<file path="src/rtl/fetch_unit_pkg.sv">
// rtl/fetch_unit_pkg.sv - shared fetch-stage types and constants
package fetch_unit_pkg;

  localparam logic [31:0] NOP_INSTR  = 32'h0000_0013;
  localparam logic [6:0]  OPC_OP_IMM = 7'b0010011;
  localparam logic [6:0]  OPC_BRANCH = 7'b1100011;
  localparam logic [6:0]  OPC_JAL    = 7'b1101111;
  localparam logic [6:0]  OPC_JALR   = 7'b1100111;

  typedef struct packed {
    logic [31:0] pc;
    logic [31:0] instr;
  } fetch_entry_t;

  // Instruction addresses are word aligned; stray low bits are dropped.
  function automatic logic [31:0] align_pc(input logic [31:0] addr);
    return {addr[31:2], 2'b00};
  endfunction

endpackage

</file>
<file path="src/rtl/fetch_queue.sv">
// rtl/fetch_queue.sv - DEPTH-entry FIFO of fetch entries with flush
module fetch_queue
  import fetch_unit_pkg::*;
#(
  parameter int DEPTH = 2,
  localparam int PTR_W = $clog2(DEPTH),
  localparam int CNT_W = $clog2(DEPTH + 1)
) (
  input  logic             clk,
  input  logic             reset,
  input  logic             push,
  input  logic             pop,
  input  logic             flush,
  input  fetch_entry_t     wdata,
  output fetch_entry_t     head,
  output logic [CNT_W-1:0] count
);

  fetch_entry_t     mem [DEPTH];
  logic [PTR_W-1:0] rd_ptr;
  logic [PTR_W-1:0] wr_ptr;

  // Flush drops everything by snapping the read pointer onto the write pointer.
  always_ff @(posedge clk or posedge reset) begin
    if (reset) begin
      rd_ptr <= '0;
      wr_ptr <= '0;
      count  <= '0;
    end else if (flush) begin
      rd_ptr <= wr_ptr;
      count  <= '0;
    end else begin
      if (push) wr_ptr <= wr_ptr + PTR_W'(1);
      if (pop)  rd_ptr <= rd_ptr + PTR_W'(1);
      if (push && !pop)
        count <= count + CNT_W'(1);
      else if (pop && !push)
        count <= count - CNT_W'(1);
    end
  end

  always_ff @(posedge clk) begin
    if (push && !flush) mem[wr_ptr] <= wdata;
  end

  assign head = mem[rd_ptr];

endmodule

</file>
<file path="src/rtl/fetch_unit.sv">
// rtl/fetch_unit.sv - PC owner and fetch queue front end for decode
module fetch_unit
  import fetch_unit_pkg::*;
#(
  parameter logic [31:0] RESET_PC = 32'h0000_0000,
  parameter int          DEPTH    = 2
) (
  input  logic        clk,
  input  logic        reset,
  output logic [31:0] pc_out,
  input  logic [31:0] instr_in,
  input  logic        redirect_valid,
  input  logic [31:0] redirect_pc,
  input  logic        id_ready,
  output logic        id_valid,
  output logic [31:0] id_instr,
  output logic [31:0] id_pc,
  output logic [31:0] id_pc_plus4
);

  localparam int CNT_W = $clog2(DEPTH + 1);

  logic [31:0]      pc_q;
  logic [CNT_W-1:0] count;
  logic             push;
  logic             pop;
  fetch_entry_t     head;
  fetch_entry_t     wdata;

  // Redirect wins over both queue ports; a pop frees the slot the push needs.
  assign pop   = id_valid & id_ready & ~redirect_valid;
  assign push  = ~redirect_valid & ((count < CNT_W'(DEPTH)) | pop);
  assign wdata = '{pc: pc_q, instr: instr_in};

  always_ff @(posedge clk or posedge reset) begin
    if (reset)
      pc_q <= RESET_PC;
    else if (redirect_valid)
      pc_q <= align_pc(redirect_pc);
    else if (push)
      pc_q <= pc_q + 32'd4;
  end

  fetch_queue #(.DEPTH(DEPTH)) u_queue (
    .clk   (clk),
    .reset (reset),
    .push  (push),
    .pop   (pop),
    .flush (redirect_valid),
    .wdata (wdata),
    .head  (head),
    .count (count)
  );

  assign pc_out      = pc_q;
  assign id_valid    = (count != '0);
  assign id_instr    = id_valid ? head.instr : NOP_INSTR;
  assign id_pc       = id_valid ? head.pc : 32'h0;
  assign id_pc_plus4 = id_pc + 32'd4;

endmodule

</file>
<file path="config.mk">
export PLATFORM = sky130hd
export DESIGN_NAME = fetch_unit
export DESIGN_NICKNAME = d
export VERILOG_FILES = /design/src/rtl/fetch_unit_pkg.sv /design/src/rtl/fetch_queue.sv /design/src/rtl/fetch_unit.sv
export SDC_FILE = /design/constraint.sdc
export NUM_CORES = 1
export LEC_CHECK = 0
export BUFFER_PORTS_ARGS = -buffer_cell sky130_fd_sc_hd__buf_2
export CAP_MARGIN = 15
export CELL_PAD_IN_SITES_DETAIL_PLACEMENT = 1
export CELL_PAD_IN_SITES_GLOBAL_PLACEMENT = 1
export CORE_ASPECT_RATIO = 2
export CORE_MARGIN = 5
export CORE_UTILIZATION = 40
export DETAILED_ROUTE_END_ITERATION = 8
export HOLD_SLACK_MARGIN = 0.06
export PLACE_DENSITY_LB_ADDON = 0.08
export SLEW_MARGIN = 20
export SYNTH_ARGS = -nofsm -noshare
export SYNTH_HDL_FRONTEND = slang
export SYNTH_SLANG_ARGS = --single-unit
export TNS_END_PERCENT = 5
</file>
<file path="constraint.sdc">
create_clock -name clk -period 17.17 [get_ports clk]
set_input_delay 1.717 -clock clk [delete_from_list [all_inputs] [get_ports clk]]
set_output_delay 1.717 -clock clk [all_outputs]
set_load 0.02 [all_outputs]
</file>
# Word level (Yosys, flattened, before mapping)
# Memory sizes are Yosys's and may differ from the RTL's.
# Index checks and enable logic that the tools add are counted.
# totals
n_memories	1
register_bits	36
wordCells	39
output_inout_bits	129
ramBits	128
# classes
addsub	6
muxes	11
n_bitwise	5
order_cmp	1
reduce_logical	11
# memory_table
memory	depth	word_bits	read_ports	rd_ports_with_merged_regs	write_ports	line_no	source
u_queue.mem	2	64	1	0	1	fetch_queue.sv:19	fetch_entry_t mem [DEPTH];
# op_table
cell	n
$mux 32	4
$add 32x3->32 const B	2
$mux 2	3
$reduce_bool 2->1	3
$mux 1	4
$and 1x1->1	3
$logic_and 1x1->1	3
$logic_not 1->1	3
$reduce_bool 3->1	1
$add 1x1->1 const B	2
$add 2x1->2 const B	1
$lt 2x2->1 const B	1
$reduce_and 2->1	1
$sub 2x1->2 const B	1
$not 1->1	1
$or 1x1->1	1

# Logic depth before layout (Yosys ltp)
# Gate-level depths: netlist (run 1).
# depth
ltp_word	10
mapped_depth	12

# Modules after synthesis
# A second synthesis (run 1) with hierarchy kept.
# unflattened
hier_cells	588
area_unflattened_um2	7906.3
# by_module_without_submodules
mod	seq_area_each_um2	n_inst	area_per_inst_um2	cells_each
fetch_queue	3943.8	1	5056.1	221
fetch_unit	750.7	1	2850.2	367

# Least setup slack after synthesis (run 1)
# OpenSTA, ideal clock, no wires.
# synth_timing
path_type	input to register
startpoint	in redirect_valid
endpoint	mem u_queue.mem[0][0] (netlist bit), enable pin
setup_ps	558
stages	3
t_arrival_ps	6394
n_path_buf	2
slack_ps	10218
t_required_ps	16612
path_cell_list	clkbuf_1 -> clkbuf_1 -> nor3_1
# synth_via
elab_chain_len	7
# synth_lines
element	line_no	source
from (decl)	fetch_unit.sv:12	input logic redirect_valid,
$not 1->1 (no source line)	-	
$and 1x1->1	fetch_unit.sv:31	assign pop = id_valid & id_ready & ~redirect_valid;
$or 1x1->1	fetch_unit.sv:32	assign push = ~redirect_valid & ((count < CNT_W'(DEPTH)) | pop);
$and 1x1->1	fetch_unit.sv:32	
$logic_and 1x1->1 *	fetch_queue.sv:43	if (push && !flush) mem[wr_ptr] <= wdata;
$mux 1 *	fetch_queue.sv:43	
$mux 1 (not written as such) *	fetch_queue.sv:43	
to (decl)	fetch_queue.sv:19	
# Mark *: on every way between the ends. The rest lies on a longest branch, timed or not.

# Worst setup path in the final report (run 1)
# layout_timing
startpoint	reg u_queue.rd_ptr
endpoint	out id_pc_plus4[26]
# layout_via
elab_chain_len	3
# layout_lines
element	line_no	source
from (decl)	fetch_queue.sv:20	logic [PTR_W-1:0] rd_ptr;
from (signal assigned)	fetch_queue.sv:30	rd_ptr <= wr_ptr;
from (signal assigned)	fetch_queue.sv:34	if (pop) rd_ptr <= rd_ptr + PTR_W'(1);
$mem_v2 2x64	-	
$mux 32	fetch_unit.sv:58	assign id_pc = id_valid ? head.pc : 32'h0;
$add 32x3->32	fetch_unit.sv:59	assign id_pc_plus4 = id_pc + 32'd4;
to (decl)	fetch_unit.sv:18	output logic [31:0] id_pc_plus4
# Every way passes these cells.

==> flow_metrics.py, run 1 <==
metrics = {
    "status": {
        "outcome": "complete, no violations",
    },
    "placement": {
        "io_buffers": 188,
        "place_ws_ns": 12.08,
        "dpl.cell_count": 965,
        "hpwl_um": 13840,
        "gp_congestion": 0.8152,
    },
    "route": {
        "route.detailed.drc": 0,
        "drt-initial-drc-count": 166,
        "drt-total-wl_um": 19030,
        "vias_per_cell": 5.160,
        "ant_nets": 0,
        "dr_total_vias": 5145,
        "wl_per_cell_um": 19.09,
        "dr.pass1.iters": 4,
    },
    "timing": {
        "relSlewSlack_pct": 37.48,
        "holdWs_ns": 0.5472,
        "finalSetupViolCount": 0,
        "timing.fmax_ghz": 0.1818,
        "finalSetupTns_ns": 0,
        "clock_skew_ns": 0.009316,
        "post-route-period-util_pct": 32.04,
        "setup_ws_ns": 11.67,
        "rsz0062_at_grt": "no",
        "tightest_slew_ns": 0.9361,
        "hold_viol": 0,
        "maxSlewViolCount": 0,
        "finalCriticalPeriod_ns": 5.502,
    },
    "global_route": {
        "grt_pass1_wl_um": 30480,
        "grt_max_degree": 75,
        "use_met1_pct": 19.18,
        "grt-ovfl-total": 0,
        "met3_usage_pct": 4.623,
        "busiest_layer": "met2",
        "grt_antenna_before_repair": 0,
        "grt.met2_usage_pct": 34.20,
        "grt_pass1_vias": 5664,
        "grt_usage_pct": 18.49,
    },
    "min_path": {
        "holdCritStartpoint": "u_queue.wr_ptr",
        "hold_path.class": "flip-flop to flip-flop",
        "whs_path_depth": 1,
    },
    "pwr": {
        "p_total_w": 0.001294,
        "switching_power_w": 0.0004560,
        "irDropWorstVdd_mv": 0.06810,
        "pwr-share-seq_pct": 41.7,
        "p_leak_nw": 3.842,
        "internal_power_w": 0.0008379,
        "p_sw_share_pct": 35.24,
        "p_comb_share_pct": 28.4,
        "clock_power_share_pct": 29.9,
        "power_density_nw_per_um2": 142.7,
    },
    "yosys": {
        "async_flop_share_pct": 21.52,
        "syn_inst": 582,
        "postSynthAreaPerCell_um2": 12.61,
        "ys.flop_type": "edfxtp_1",
        "syn_area_um2": 7338,
        "synth_cell_types": 44,
        "yosysWarnings": 0,
        "synth-seq-cells": 158,
        "synth_edf_count": 124,
        "seq_area_frac_synth_pct": 62.34,
    },
    "worst_setup_path": {
        "rr_startpoint": "u_queue.count[1]",
        "cp_max_fo": 42,
        "required_ns": 15.45,
        "cp-end-kind": "output pin",
        "slowest_delay_ns": 0.77,
        "worst_setup_path_start_kind": "flip-flop",
        "cp-startpoint": "u_queue.rd_ptr",
        "reg2regPathDepth": 4,
        "critPathKind": "flip-flop to output pin",
        "worst_ep_arrival_time_ns": 3.78,
        "reg2reg_slack_ns": 14.92,
        "cp_cell_sequence": "buf_4 -> mux2i_1 -> nor3b_2 -> nand4b_2 -> nor4_1 -> xor2_1 -> buf_2",
        "crit_slowest_cell": "dfrtp_4",
    },
    "clock_tree": {
        "path_clk_slew_ns": 0.07,
        "htree_levels": 4,
        "cts_tree": "built",
        "clkSinkCount": 158,
        "cts_inserted_buffers": 17,
        "cts_buffer_depth": 2,
        "clk_latency_ns": 0.43,
        "postCtsSetupBuffers": 0,
        "ctsResizeCount": 0,
        "root_buffer": "clkbuf_16",
        "hold_buffers": 0,
    },
    "floorplan": {
        "ios": 197,
        "die_width_um": 105.8,
        "initial_core_util_pct": 40.28,
        "rows": 70,
        "die_y_um": 201.6,
        "dieArea_um2": 21320,
        "core_um2": 18220,
    },
    "finish": {
        "diodes": 0,
        "mostFrequentLayoutCells": "buf_2, edfxtp_1, nor2_1, mux2i_1, nand2_1",
        "multi_input_area_um2": 2577,
        "final_common_cell": "buf_2",
        "seq_area_um2": 4578,
        "layout.nets": 838,
        "fillers": 1959,
        "layout-drive-gt1-share_pct": 32.27,
        "stdcell_count": 997,
        "area_delta_synth_final_pct": 23.55,
    },
    "job": {
        "drv_cap": 0,
    },
}
## final cells by class
| class | count | area share, % |
|---|---|---|
| Sequential cell | 158 | 50.50 |
| Clock buffer | 19 | 5.244 |
| Clock inverter | 13 | 1.518 |
| Tap cell | 216 | 2.981 |
| Multi-Input combinational cell | 387 | 28.43 |
| Inverter | 9 | 0.3726 |
| Timing Repair Buffer | 195 | 10.96 |
## kinds of logic (layout without fill, tap and decap cells)
group | Yosys count | after routing | synth area share (%)
flops | 158 | 158 | 62.34
fa+ha+maj | 2 | 2 | 0.3410
xor+xnor | 59 | 59 | 7.042
compound gates | 43 | 43 | 3.325
simple gates | 214 | 214 | 15.04
mux | 63 | 63 | 8.610
buf+inv | 42 | 236 | 3.256
other cells | 1 | 6 | 0.05110
## per-layer routing
layer	vias to the layer above	share of wire [%]	wire length (um)
li1	2449	-	-
met1	2504	36	6936
met2	154	56	10580
met3	38	4.3	826
met4	0	3.6	689
met5	-	0	0
## cells in the mapped netlist, types with 5 or more instances
library cell	number	share of area, %
edfxtp_1	124	51
nor2_1	65	3.3
mux2i_1	62	8.5
nand2_1	58	3.0
xor2_1	51	6.1
dfrtp_1	34	12
o21ai_0	32	2.2
nand3_1	21	1.4
nor3_1	17	1.2
nand4_1	16	1.4
clkbuf_1	12	0.61
inv_1	9	0.46
buf_4	8	0.82
xnor2_1	8	0.95
buf_2	7	0.48
and3_1	5	0.43
nor4_1	5	0.43
## critical path, delay by kind of cell, from the launching register on
kind	cells	cell delay, ns
simple gates	3	1.26
buf+inv	2	0.82
flops	1	0.77
xor+xnor	1	0.17
mux	1	0.28
## per-stage QoR
stage               utilization [%]  area [um^2]
floorplan                         -         7357
global placement              46.35         8444
detailed placement            46.35         8444
CTS                           49.72         9057
global route                  49.77         9066
finish                        49.77         9066
## worst paths after layout
check / to
setup / recovery: id_pc_plus4[26]
hold / removal: u_queue.wr_ptr
setup reg to reg: u_queue.mem[1][40]
hold reg to reg: u_queue.wr_ptr
max in group asynchronous: u_queue.rd_ptr
min in group asynchronous: pc_out[4]
## sequential cells by signal, summed over array words and instances, names as in the netlist
| signal | count |
|---|---|
| pc_out | 30 |
| u_queue.count | 2 |
| u_queue.mem | 124 |
| u_queue.rd_ptr | 1 |
| u_queue.wr_ptr | 1 |
## power by group through the flow
stage / clock network (W) / registers, W / logic (W)
6_report: 0.000387 / 0.000540 / 0.000367
4_1_cts: 0.000400 / 0.000541 / 0.000375
3_3_place_gp: 0 / 0.000543 / 0.000367
2_1_floorplan: 0 / 0.000535 / 0.000271
5_1_grt: 0.000417 / 0.000548 / 0.000399
3_5_place_dp: 0 / 0.000549 / 0.000373
Power figures use the tool's default switching activity.
==> run 2: changes to the inputs <==
==> constraint.sdc (replaced) <==
create_clock -name clk -period 5.25 [get_ports clk]
set_input_delay 0.525 -clock clk [delete_from_list [all_inputs] [get_ports clk]]
set_output_delay 0.525 -clock clk [all_outputs]
set_load 0.02 [all_outputs]
==> flow_metrics.py, run 2 (same netlist as run 1, synthesis figures left out) <==
metrics = {
    "global_route": {
        "grt_antenna_before_repair": 0,
        "grt_max_degree": 73,
        "grt_pass1_wl_um": 29940,
        "grt-ovfl-total": 0,
        "grt_usage_pct": 18.05,
        "grt_pass1_vias": 5517,
    },
    "floorplan": {
        "core_um2": 18220,
        "initial_core_util_pct": 40.28,
        "die_width_um": 105.8,
        "rows": 70,
        "ios": 197,
        "die_y_um": 201.6,
        "dieArea_um2": 21320,
    },
    "placement": {
        "hpwl_um": 14150,
        "io_buffers": 188,
        "gp_congestion": 0.7938,
    },
    "clock_tree": {
        "postCtsSetupBuffers": 0,
        "hold_buffers": 0,
        "htree_levels": 4,
        "ctsResizeCount": 0,
        "clk_latency_ns": 0.42,
        "root_buffer": "clkbuf_16",
        "cts_buffer_depth": 2,
        "clkSinkCount": 158,
        "path_clk_slew_ns": 0.07,
        "cts_inserted_buffers": 17,
        "cts_tree": "built",
    },
    "route": {
        "route.detailed.drc": 0,
        "dr_total_vias": 5098,
        "wl_per_cell_um": 19.00,
        "dr.pass1.iters": 4,
        "drt-total-wl_um": 18940,
        "vias_per_cell": 5.113,
        "ant_nets": 0,
        "drt-initial-drc-count": 142,
    },
    "timing": {
        "finalSetupTns_ns": 0,
        "finalCriticalPeriod_ns": 4.007,
        "rsz0062_at_grt": "no",
        "hold_viol": 0,
        "tightest_slew_ns": 1.014,
        "timing.fmax_ghz": 0.2496,
        "finalSetupViolCount": 0,
        "post-route-period-util_pct": 76.32,
        "clock_skew_ns": 0.009408,
        "maxSlewViolCount": 0,
        "relSlewSlack_pct": 31.85,
    },
    "worst_setup_path": {
        "critPathKind": "flip-flop to output pin",
        "required_ns": 4.72,
        "crit_family": "simple AND/OR/NAND/NOR gates",
        "cp-end-kind": "output pin",
        "worst_ep_arrival_time_ns": 3.48,
        "cp_cell_sequence": "buf_4 -> nand3_2 -> a21o_1 -> nand4b_2 -> nor4_1 -> xor2_1 -> buf_2",
        "critPathBufInv": 2,
        "slowest_delay_ns": 0.93,
        "worst_setup_path_start_kind": "flip-flop",
        "crit_slowest_cell": "dfrtp_4",
        "cp_max_fo": 48,
    },
    "finish": {
        "top_register": "u_queue.mem",
        "seq_area_um2": 4578,
        "largest_reg_flops": 124,
        "final_common_cell": "buf_2",
        "fillers": 1973,
        "layout-drive-gt1-share_pct": 32.27,
        "layout.nets": 838,
        "multi_input_area_um2": 2575,
        "final_util_pct": 49.68,
        "diodes": 0,
        "mostFrequentLayoutCells": "buf_2, edfxtp_1, nor2_1, mux2i_1, nand2_1",
        "area_delta_synth_final_pct": 23.34,
    },
    "status": {
        "outcome": "complete, no violations",
    },
    "pwr": {
        "p_sw_share_pct": 35.23,
        "clock_power_share_pct": 29.6,
        "p_leak_nw": 3.819,
        "internal_power_w": 0.002734,
        "power_density_nw_per_um2": 466.3,
        "p_total_w": 0.004221,
        "pwr-share-seq_pct": 42.3,
        "irDropWorstVdd_mv": 0.1988,
        "p_comb_share_pct": 28.2,
        "switching_power_w": 0.001487,
    },
    "min_path": {
        "hold_path.class": "primary input to async pin",
    },
    "job": {
        "drv_cap": 0,
    },
}
[run 2: worst paths after layout]
path	start	end	slack (ns)	depth (start not counted)
max	u_queue.rd_ptr	id_pc_plus4[28]	1.24	7
min	reset	pc_out[4]	0.19	3
max reg2reg	u_queue.count[1]	u_queue.mem[1][15]	2.66	4
min reg2reg	pc_out[14]	u_queue.mem[0][46]	0.56	0
max in group asynchronous	reset	u_queue.rd_ptr	4.70	3
min in group clk	instr_in[9]	u_queue.mem[1][9]	0.29	1
[run 2: power by group through the flow]
stage | combinational [W] | clock (W) | sequential [W]
2_1_floorplan | 0.000887 | 0 | 0.00174
3_3_place_gp | 0.00118 | 0 | 0.00180
3_5_place_dp | 0.00121 | 0 | 0.00181
4_1_cts | 0.00121 | 0.00128 | 0.00179
5_1_grt | 0.00128 | 0.00135 | 0.00181
6_report | 0.00119 | 0.00125 | 0.00178
[run 2: worst reg2reg max path, stage by stage, from the launching register on]
cell	delay, ns
dfrtp_1	0.51
nor2b_1	0.27
nor2_1	0.17
and2_2	0.81
buf_4	0.49
[run 2: layer usage]
metal,GRT usage (%),wire (um),vias to the layer above
met3,4.045,800,46
met5,0,0,-
met4,9.264,732,0
li1,-,-,2458
met2,32.08,10190,160
met1,19.90,7225,2434
[run 2: final cells by class]
class                           instances  share of cell area [%]
Clock buffer                           18                   4.742
Timing Repair Buffer                  195                   10.98
Inverter                                9                  0.3732
Sequential cell                       158                   50.58
Clock inverter                         14                   1.894
Tap cell                              216                   2.986
Multi-Input combinational cell        387                   28.45
[run 2: stage by stage]
step                std cells  worst slack (ns)  hold slack (ns)  area, um^2
finish                    997             1.243           0.1869        9051
global route              997            0.9695           0.2240        9051
CTS                       997             1.155           0.1955        9051
detailed placement        965             1.628           0.5444        8451
global placement          965             1.688           0.5131        8451
floorplan                 587             1.430           0.4926        7362
==> run 3: changes to the inputs <==
--- a/config.mk
+++ b/config.mk
@@ -5,6 +5,7 @@
 export SDC_FILE = /design/constraint.sdc
 export NUM_CORES = 1
 export LEC_CHECK = 0
+export ABC_AREA = 1
 export BUFFER_PORTS_ARGS = -buffer_cell sky130_fd_sc_hd__buf_2
 export CAP_MARGIN = 15
 export CELL_PAD_IN_SITES_DETAIL_PLACEMENT = 1
==> constraint.sdc (replaced) <==
create_clock -name clk -period 4.02 [get_ports clk]
set_input_delay 0.402 -clock clk [delete_from_list [all_inputs] [get_ports clk]]
set_output_delay 0.402 -clock clk [all_outputs]
set_load 0.02 [all_outputs]
==> flow_metrics.py, run 3 <==
metrics = {
    "yosys": {
        "synth_most_common_cell": "nand2_1",
        "seq_area_frac_synth_pct": 55.39,
        "syn_inst": 972,
        "synth_edf_count": 124,
        "synth_cell_types": 41,
        "ys.flop_type": "edfxtp_1",
        "synth-seq-cells": 158,
        "synth_top_area_share_pct": 45.09,
        "async_flop_share_pct": 21.52,
        "synth_common_cells": "nand2_1, edfxtp_1, nor2_1, inv_1, nand3_1",
        "synth.largest_area_cell": "edfxtp_1",
        "syn_area_um2": 8258,
        "ys_top_cells_by_area": "edfxtp_1, nand2_1, dfrtp_1, nor2_1, nand3_1",
        "yosysWarnings": 0,
        "postSynthAreaPerCell_um2": 8.496,
    },
    "worst_setup_path": {
        "cp-startpoint": "u_queue.rd_ptr",
        "rr_startpoint": "pc_out[2]",
        "cp_max_fo": 59,
        "worst_setup_path_start_kind": "flip-flop",
        "worst_ep_arrival_time_ns": 3.22,
        "required_ns": 3.62,
        "cp-end-kind": "output pin",
        "critPathKind": "flip-flop to output pin",
    },
    "route": {
        "vias_per_cell": 5.020,
        "wl_per_cell_um": 18.20,
        "drt-initial-drc-count": 286,
        "dr.pass1.iters": 4,
        "drt-total-wl_um": 26090,
        "route.detailed.drc": 0,
        "dr_total_vias": 7199,
        "ant_nets": 0,
    },
    "global_route": {
        "met3_usage_pct": 3.006,
        "grt-ovfl-total": 0,
        "use_met1_pct": 21.34,
        "grt_pass1_wl_um": 40770,
        "grt_antenna_before_repair": 0,
        "grt.met2_usage_pct": 44.76,
        "grt_pass1_vias": 7743,
        "busiest_layer": "met2",
        "grt_max_degree": 63,
        "grt_usage_pct": 22.35,
    },
    "floorplan": {
        "dieArea_um2": 23790,
        "die_width_um": 111.6,
        "ios": 197,
        "rows": 74,
        "die_y_um": 213.2,
        "initial_core_util_pct": 40.54,
        "core_um2": 20370,
    },
    "min_path": {
        "hold_path.class": "primary input to async pin",
    },
    "timing": {
        "finalCriticalPeriod_ns": 3.619,
        "relSlewSlack_pct": 35.20,
        "post-route-period-util_pct": 90.02,
        "timing.fmax_ghz": 0.2763,
        "finalSetupViolCount": 0,
        "maxSlewViolCount": 0,
        "clock_skew_ns": 0.01111,
        "rsz0062_at_grt": "no",
        "tightest_slew_ns": 0.9660,
        "hold_viol": 0,
        "finalSetupTns_ns": 0,
    },
    "pwr": {
        "clock_power_share_pct": 31.5,
        "p_total_w": 0.004979,
        "internal_power_w": 0.003252,
        "p_comb_share_pct": 25.7,
        "irDropWorstVdd_mv": 0.2344,
        "p_leak_nw": 4.586,
        "pwr-share-seq_pct": 42.8,
        "p_sw_share_pct": 34.70,
        "switching_power_w": 0.001728,
        "power_density_nw_per_um2": 497.3,
    },
    "clock_tree": {
        "cts_buffer_depth": 2,
        "cts_tree": "built",
        "ctsResizeCount": 0,
        "cts_inserted_buffers": 17,
        "clkSinkCount": 158,
        "path_clk_slew_ns": 0.07,
        "root_buffer": "clkbuf_16",
        "hold_buffers": 0,
        "htree_levels": 4,
        "postCtsSetupBuffers": 0,
        "clk_latency_ns": 0.44,
    },
    "finish": {
        "area_delta_synth_final_pct": 21.26,
        "top_register": "u_queue.mem",
        "layout.nets": 1226,
        "layout-drive-gt1-share_pct": 23.80,
        "stdcell_count": 1434,
        "final_common_cell": "nand2_1",
        "diodes": 0,
        "largest_reg_flops": 124,
        "fillers": 2512,
        "mostFrequentLayoutCells": "nand2_1, buf_2, edfxtp_1, nor2_1, inv_1",
    },
    "placement": {
        "io_buffers": 188,
        "hpwl_um": 19980,
        "dpl.cell_count": 1403,
        "gp_congestion": 0.8803,
    },
    "job": {
        "drv_cap": 0,
    },
    "status": {
        "outcome": "complete, no violations",
    },
}
## run 3: final cells by class
cell class              count  area, um^2  area share (%)
clock buffers              17       425.4           4.248
clock inverters            14       142.6           1.424
inverters                  81       306.5           3.061
multi-input cells         699        3182           31.78
flip-flops and latches    158        4576           45.70
well taps                 266       332.8           3.324
repair buffers            199        1049           10.47
## run 3: worst max-delay path: stages, from the launching register on
cell,delay [ns]
dfrtp_2,0.66
inv_2,0.14
buf_4,0.54
nand2_1,0.10
nand2_1,0.18
nand3_2,0.10
nor2_1,0.24
nand2_1,0.12
nor2_2,0.32
xor2_1,0.17
buf_2,0.19
## run 3: power by group through the flow
stage,sequential (W),combinational [W],clock (W)
final,0.00213,0.00128,0.00157
after CTS,0.00213,0.00131,0.00160
after global routing,0.00216,0.00141,0.00166
after floorplan,0.00215,0.000838,0
after global placement,0.00216,0.00127,0
after detailed placement,0.00217,0.00130,0
## run 3: layer usage
metal	vias up	wire [um]	share of wire [%]
met2	173	15040	58
met1	3466	9082	35
met5	-	0	0
met4	0	1153	4.4
met3	46	821	3.1
li1	3514	-	-
## run 3: worst paths after layout
kind                                      end  slack, ns  cells after the start
setup / recovery              id_pc_plus4[11]       0.40                     10
hold / removal                      pc_out[3]       0.06                      3
setup reg to reg                   pc_out[26]       1.59                     10
hold reg to reg            u_queue.mem[1][38]       0.58                      0
max in group asynchronous          pc_out[26]       3.59                      3
min in group clk           u_queue.mem[0][13]       0.15                      1
## run 3: stage by stage
step	cell area [um^2]	hold slack, ns	setup WS [ns]	utilization (%)
after floorplan	8279	0.5009	-0.2430	-
after global placement	9445	0.5368	0.8364	46.37
after detailed placement	9445	0.5452	0.7770	46.37
after CTS	10010	0.06569	0.2833	49.16
after global routing	10010	0.1255	0.09475	49.16
final	10010	0.05538	0.4012	49.16
## run 3: cell families (layout without fill, tap and decap cells)
group	after synthesis	count (layout)	synth area share, %
buffers and inverters	120	311	6.485
XOR/XNOR	15	15	1.591
AND/OR/NAND/NOR	594	594	30.64
flip-flops	158	158	55.39
AO/OA/AOI/OAI	82	82	5.546
other	1	6	0.04541
adder cells (fa/ha/maj)	2	2	0.3030
